--- src/rtl/perf_counter_stream_packer.sv ---
// perf_counter_stream_packer: snapshots the counter bank, clears it, and streams a header plus packed snapshot over AXI-Stream
module perf_counter_stream_packer #(
    parameter int NUM_COUNTERS  = 115,
    parameter int COUNTER_WIDTH = 7
) (
    input  logic                     clk,
    input  logic                     rst_n,
    input  logic [COUNTER_WIDTH-1:0] counters [NUM_COUNTERS],
    input  logic [NUM_COUNTERS-1:0]  overflow_map,
    input  logic                     snapshot_req,
    output logic                     counters_rst_n,
    output logic [63:0]              m_axis_tdata,
    output logic                     m_axis_tvalid,
    input  logic                     m_axis_tready,
    output logic                     m_axis_tlast,
    output logic                     busy,
    output logic [15:0]              dropped_count,
    output logic [31:0]              seq_num
);
    localparam int PACKED_BITS    = NUM_COUNTERS * (COUNTER_WIDTH + 1);
    localparam int NUM_DATA_BEATS = (PACKED_BITS + 63) / 64;
    localparam int SHADOW_BITS    = NUM_DATA_BEATS * 64;
    localparam logic [15:0] LAST_BEAT = 16'(NUM_DATA_BEATS - 1);

    typedef enum logic [1:0] {IDLE, HDR, DATA} state_t;

    state_t                 state_q, state_d;
    logic [15:0]            beat_q, beat_d;
    logic [31:0]            seq_q, seq_d;
    logic [15:0]            drop_q, drop_d;
    logic                   crst_q, crst_d;
    logic [SHADOW_BITS-1:0] shadow_q, shadow_d, snap_w;
    logic                   hs;

    always_comb begin
        snap_w = '0;
        for (int i = 0; i < NUM_COUNTERS; i++) begin
            snap_w[i*COUNTER_WIDTH +: COUNTER_WIDTH]     = counters[i];
            snap_w[NUM_COUNTERS*COUNTER_WIDTH + i]       = overflow_map[i];
        end
    end

    assign hs = m_axis_tvalid & m_axis_tready;

    always_comb begin
        state_d  = state_q;
        beat_d   = beat_q;
        seq_d    = seq_q;
        shadow_d = shadow_q;
        crst_d   = 1'b1;
        drop_d   = (snapshot_req && state_q != IDLE && drop_q != 16'hFFFF) ? drop_q + 16'd1 : drop_q;
        case (state_q)
            IDLE: if (snapshot_req) begin
                state_d  = HDR;
                shadow_d = snap_w;
                beat_d   = '0;
                crst_d   = 1'b0;
            end
            HDR: if (hs) begin
                state_d = DATA;
                beat_d  = '0;
            end
            DATA: if (hs) begin
                beat_d = beat_q + 16'd1;
                if (beat_q == LAST_BEAT) begin
                    state_d = IDLE;
                    seq_d   = seq_q + 32'd1;
                end
            end
            default: state_d = IDLE;
        endcase
    end

    // Counter-bank reset is low during our own reset so both leave reset together
    always_ff @(posedge clk) begin
        if (!rst_n) begin
            state_q  <= IDLE;
            beat_q   <= '0;
            seq_q    <= '0;
            drop_q   <= '0;
            crst_q   <= 1'b0;
            shadow_q <= '0;
        end else begin
            state_q  <= state_d;
            beat_q   <= beat_d;
            seq_q    <= seq_d;
            drop_q   <= drop_d;
            crst_q   <= crst_d;
            shadow_q <= shadow_d;
        end
    end

    assign busy           = state_q != IDLE;
    assign m_axis_tvalid  = busy;
    assign m_axis_tlast   = state_q == DATA && beat_q == LAST_BEAT;
    assign m_axis_tdata   = state_q == HDR  ? {seq_q, 16'(NUM_DATA_BEATS), 16'hC0DE} :
                            state_q == DATA ? shadow_q[beat_q*64 +: 64] : 64'd0;
    assign counters_rst_n = crst_q;
    assign dropped_count  = drop_q;
    assign seq_num        = seq_q;
endmodule

--- config.mk ---
export PLATFORM = sky130hd
export DESIGN_NAME = perf_counter_stream_packer
export DESIGN_NICKNAME = d
export VERILOG_FILES = /design/src/rtl/perf_counter_stream_packer.sv
export SDC_FILE = /design/constraint.sdc
export NUM_CORES = 2
export LEC_CHECK = 0
export CORE_AREA = 5 5 407 409
export CTS_CLUSTER_DIAMETER = 80
export DETAILED_ROUTE_END_ITERATION = 7
export DIE_AREA = 0 0 412 414
export GPL_TIMING_DRIVEN = 0
export PLACE_DENSITY_LB_ADDON = 0.05
export SYNTH_ARGS = -nofsm -noshare
export SYNTH_HDL_FRONTEND = slang
export SYNTH_SLANG_ARGS = --single-unit
--- constraint.sdc ---
create_clock -name clk -period 3.5 [get_ports clk]
set_input_delay 0.35 -clock clk [delete_from_list [all_inputs] [get_ports clk]]
set_output_delay 0.35 -clock clk [all_outputs]
set_load 0.03 [all_outputs]
==> qor.txt <==
switching power: 9.30 mW
die area: 171,000 um^2
fin crit share: 103%
number of global-route vias before repair: 43,600
instance area at placement: 55,500 um^2
detailed placer's ending HPWL: 213 mm
number of synthesized flops with an enable pin: 0
met1 global-route usage: 37.4%
Starting Density: 26.2%
nets@finish: 7,217
type of the most critical hold path: in2reg
Worst Path Arrival: 3.25 ns
yosys warns: 0
via count: 43,000
overall die width: 412 um
GRT met3 Usage: 7.10%
RSZ-0062 raised after global routing: true
number of clock sinks: 987
Fmax achieved: 278 MHz
via/cell ratio: 5.00
worst r2r path cells: 7
number of hold violations in the final report: 0
static leakage: 21.9 nW
area of the mapped netlist: 42,300 um^2
Worst Max-Slew Pin Slew: 1.30 ns
clock tree from TritonCTS: built
placement-stage worst setup slack: -1.53 ns
Worst Setup Slack, final: -0.0984 ns
part of the total power dissipated in combinational logic: 19.3%
sequential cell area fraction in the yosys report: 46.7%
asr flop ratio synth: 0%
pin count of the biggest net entering global routing: 17
fraction of final layout cells sized beyond drive strength 1: 13.2%
final period demand of the worst path: 3.60 ns
violations in the final reports: negative setup slack
FF+latch count, synth: 987
total core area: 162,000 um^2
wire length of the first global-routing pass: 350 mm
Pwr Density: 506 nW/um^2
final non-filler cell area: 62,400 um^2
CTS Buf Count: 119
proportion of netlist area held by the largest area contributor: 46.7%
number of cells traversed by the worst hold path: 3
area delta synth->final: 47.3%
Layout Skew: 0.0336 ns
power share of the clock group: 41.4%
internal power summed over all cells: 22.3 mW
Pre-antenna DRT Iters: 6
critical path start-end classification: reg2out
number of instances in the synthesized netlist: 5,076
most common cell after layout, fill and taps aside: nand2_1
Clock transition at path regs: 0.06 ns
average cell area after synthesis: 8.34 um^2
Sw Share: 29.5%
Post-route DRC: 0
number of maximum-capacitance violations: 0
portion of total power attributed to sequential cells: 39.3%
Most used DFF post-synth: dfxtp_1
met2 GRT Util: 48.7%
cell chosen for the clock root: clkbuf_16
critical path, cell by cell: buf_12 > buf_16 > buf_12 > buf_16 > buf_6 > mux4_2 > mux2i_4 > o221ai_2 > a22o_1 > buf_6
post-synth net total: 6,004
CP max-delay cell: mux4_2
final count of negative-setup-slack endpoints: 25
critical path capture point type: output port
Die Y-Extent: 414 um
commonest cells after routing, fill and taps aside: nand2_1 (1,908), dfxtp_1 (985), clkdlybuf4s50_1 (974)
clock latency at the later pin of the worst-skew pair: 0.74 ns
Remaining Overflow, GRT: 0
number of pins with negative max-slew slack in the final report: 0
WP data required: 3.15 ns
top cell type by total area after synthesis: dfxtp_1
gr busiest metal: met2
Boundary Pins: 1,040
count of cell types in the netlist: 61
GR Util All Layers: 29.3%
Filler cells: 16,900
Max FO, Critical Path: 5
Placer Congestion: 0.899
drt first-iter violations: 3,380
number of rows in the core area: 148
top cells by area in the synthesized netlist: dfxtp_1 (47%), nand2_1 (17%), a21oi_1 (11%)
run status: finished with violations
worst max-slew margin expressed relative to the limit: 13.2%
H-tree lvl count: 3
Critical Path Start Type: flop
routed length per placed instance: 30.4 um
worst-case vdd ir drop: 0.000428 V
WL final: 261 mm
post-detailed-route count of antenna-violating nets: 0
count of input and output buffers: 1,039
largest stage delay on the critical path: 0.52 ns
buffers from clock root to sink, at most: 3
antenna violations before repair: 78
==> worst paths after layout <==
kind	endpoint	slack, ns	start
max	m_axis_tdata[62]	-0.1	beat_q[1]
min	shadow_q[406]	0.15	counters[392]
max reg2reg	shadow_q[544]	0.12	state_q[1]
min reg2reg	shadow_q[31]	0.45	shadow_q[31]
==> Yosys cell counts (all sizes together), types with 23 or more instances <==
| cell | instances |
|---|---|
| o221ai | 32 |
| dfxtp | 987 |
| a22o | 33 |
| a21oi | 953 |
| mux4 | 155 |
| nand4 | 23 |
| o22a | 32 |
| nand2b | 26 |
| or4 | 23 |
| mux2 | 40 |
| mux2i | 177 |
| buf | 137 |
| nand2 | 1912 |
| clkbuf | 289 |
==> power groups by stage <==
stage | Clock (mW) | Combinational, mW | Sequential (mW)
after detailed placement | 0 | 5.56 | 12.6
after CTS | 13.3 | 6.01 | 12.4
after floorplan | 0 | 2.50 | 12.5
final | 13.1 | 6.09 | 12.4
after global placement | 0 | 5.54 | 12.6
after global routing | 13.7 | 6.42 | 12.5
==> layer usage <==
metal / part of all wire (%) / routed length, um / vias to the layer above
met4: 3.6 / 9470 / 50
li1: - / - / 19900
met5: 0.13 / 331 / -
met2: 47 / 122000 / 1545
met1: 42 / 110000 / 21100
met3: 7.3 / 19200 / 368
==> kinds of logic after synthesis <==
| family | share of synthesized area, % |
|---|---|
| adders and majority gates | 0.118 |
| and+or+nand+nor | 19.5 |
| AOI/OAI and AO/OA | 15.8 |
| DFF | 46.7 |
| muxes | 13.5 |
| xor gates and xnor gates | 0.0207 |
| buffers and inverters | 4.32 |
==> critical path: cells and delay by family, from the launching register on <==
| family | cells | cell delay (ns) |
|---|---|---|
| DFF | 1 | 0.35 |
| muxes | 2 | 0.89 |
| AOI/OAI and AO/OA | 2 | 0.48 |
| buffers and inverters | 6 | 0.77 |
==> through the flow <==
step,util (%),hold WS (ns),instances,setup TNS [ns],total power [mW]
2_1_floorplan,-,0.433,5076,0,15.0
3_3_place_gp,34.3,0.438,8290,-732.95,18.1
3_5_place_dp,34.3,0.445,8291,-683.37,18.2
4_1_cts,38.3,0.0929,8535,-4.06,31.7
5_1_grt,38.5,0.123,8571,-3.54,32.6
6_report,38.6,0.154,8601,-1.18,31.6
==> area by class of cell <==
type	count	area [um^2]	area share [%]
plain buffers	423	2440	3.91
inverters	16	62.6	0.100
repair buffers	1095	10900	17.5
clock inverters	37	509	0.817
diodes	42	105	0.169
flip-flops and latches	987	19800	31.7
multi-input cells	3647	22200	35.7
well taps	2175	2720	4.36
clock buffers	179	3580	5.75
==> registers in the layout (all words and copies together), names as in the netlist <==
signal,cells
state_q,2
seq_num,32
beat_q,16
dropped_count,16
counters_rst_n,1
shadow_q,920
==> what timing repair did <==
action	4_1_cts	5_1_grt
setup endpoints to repair	975	67
endpoints found under the hold margin	0	0
gates resized for setup	726	159
hold buffers	0	0
pin swaps	31	41
setup buffers	27	21
gates cloned	2	5
(Power assumes the default switching activity.)
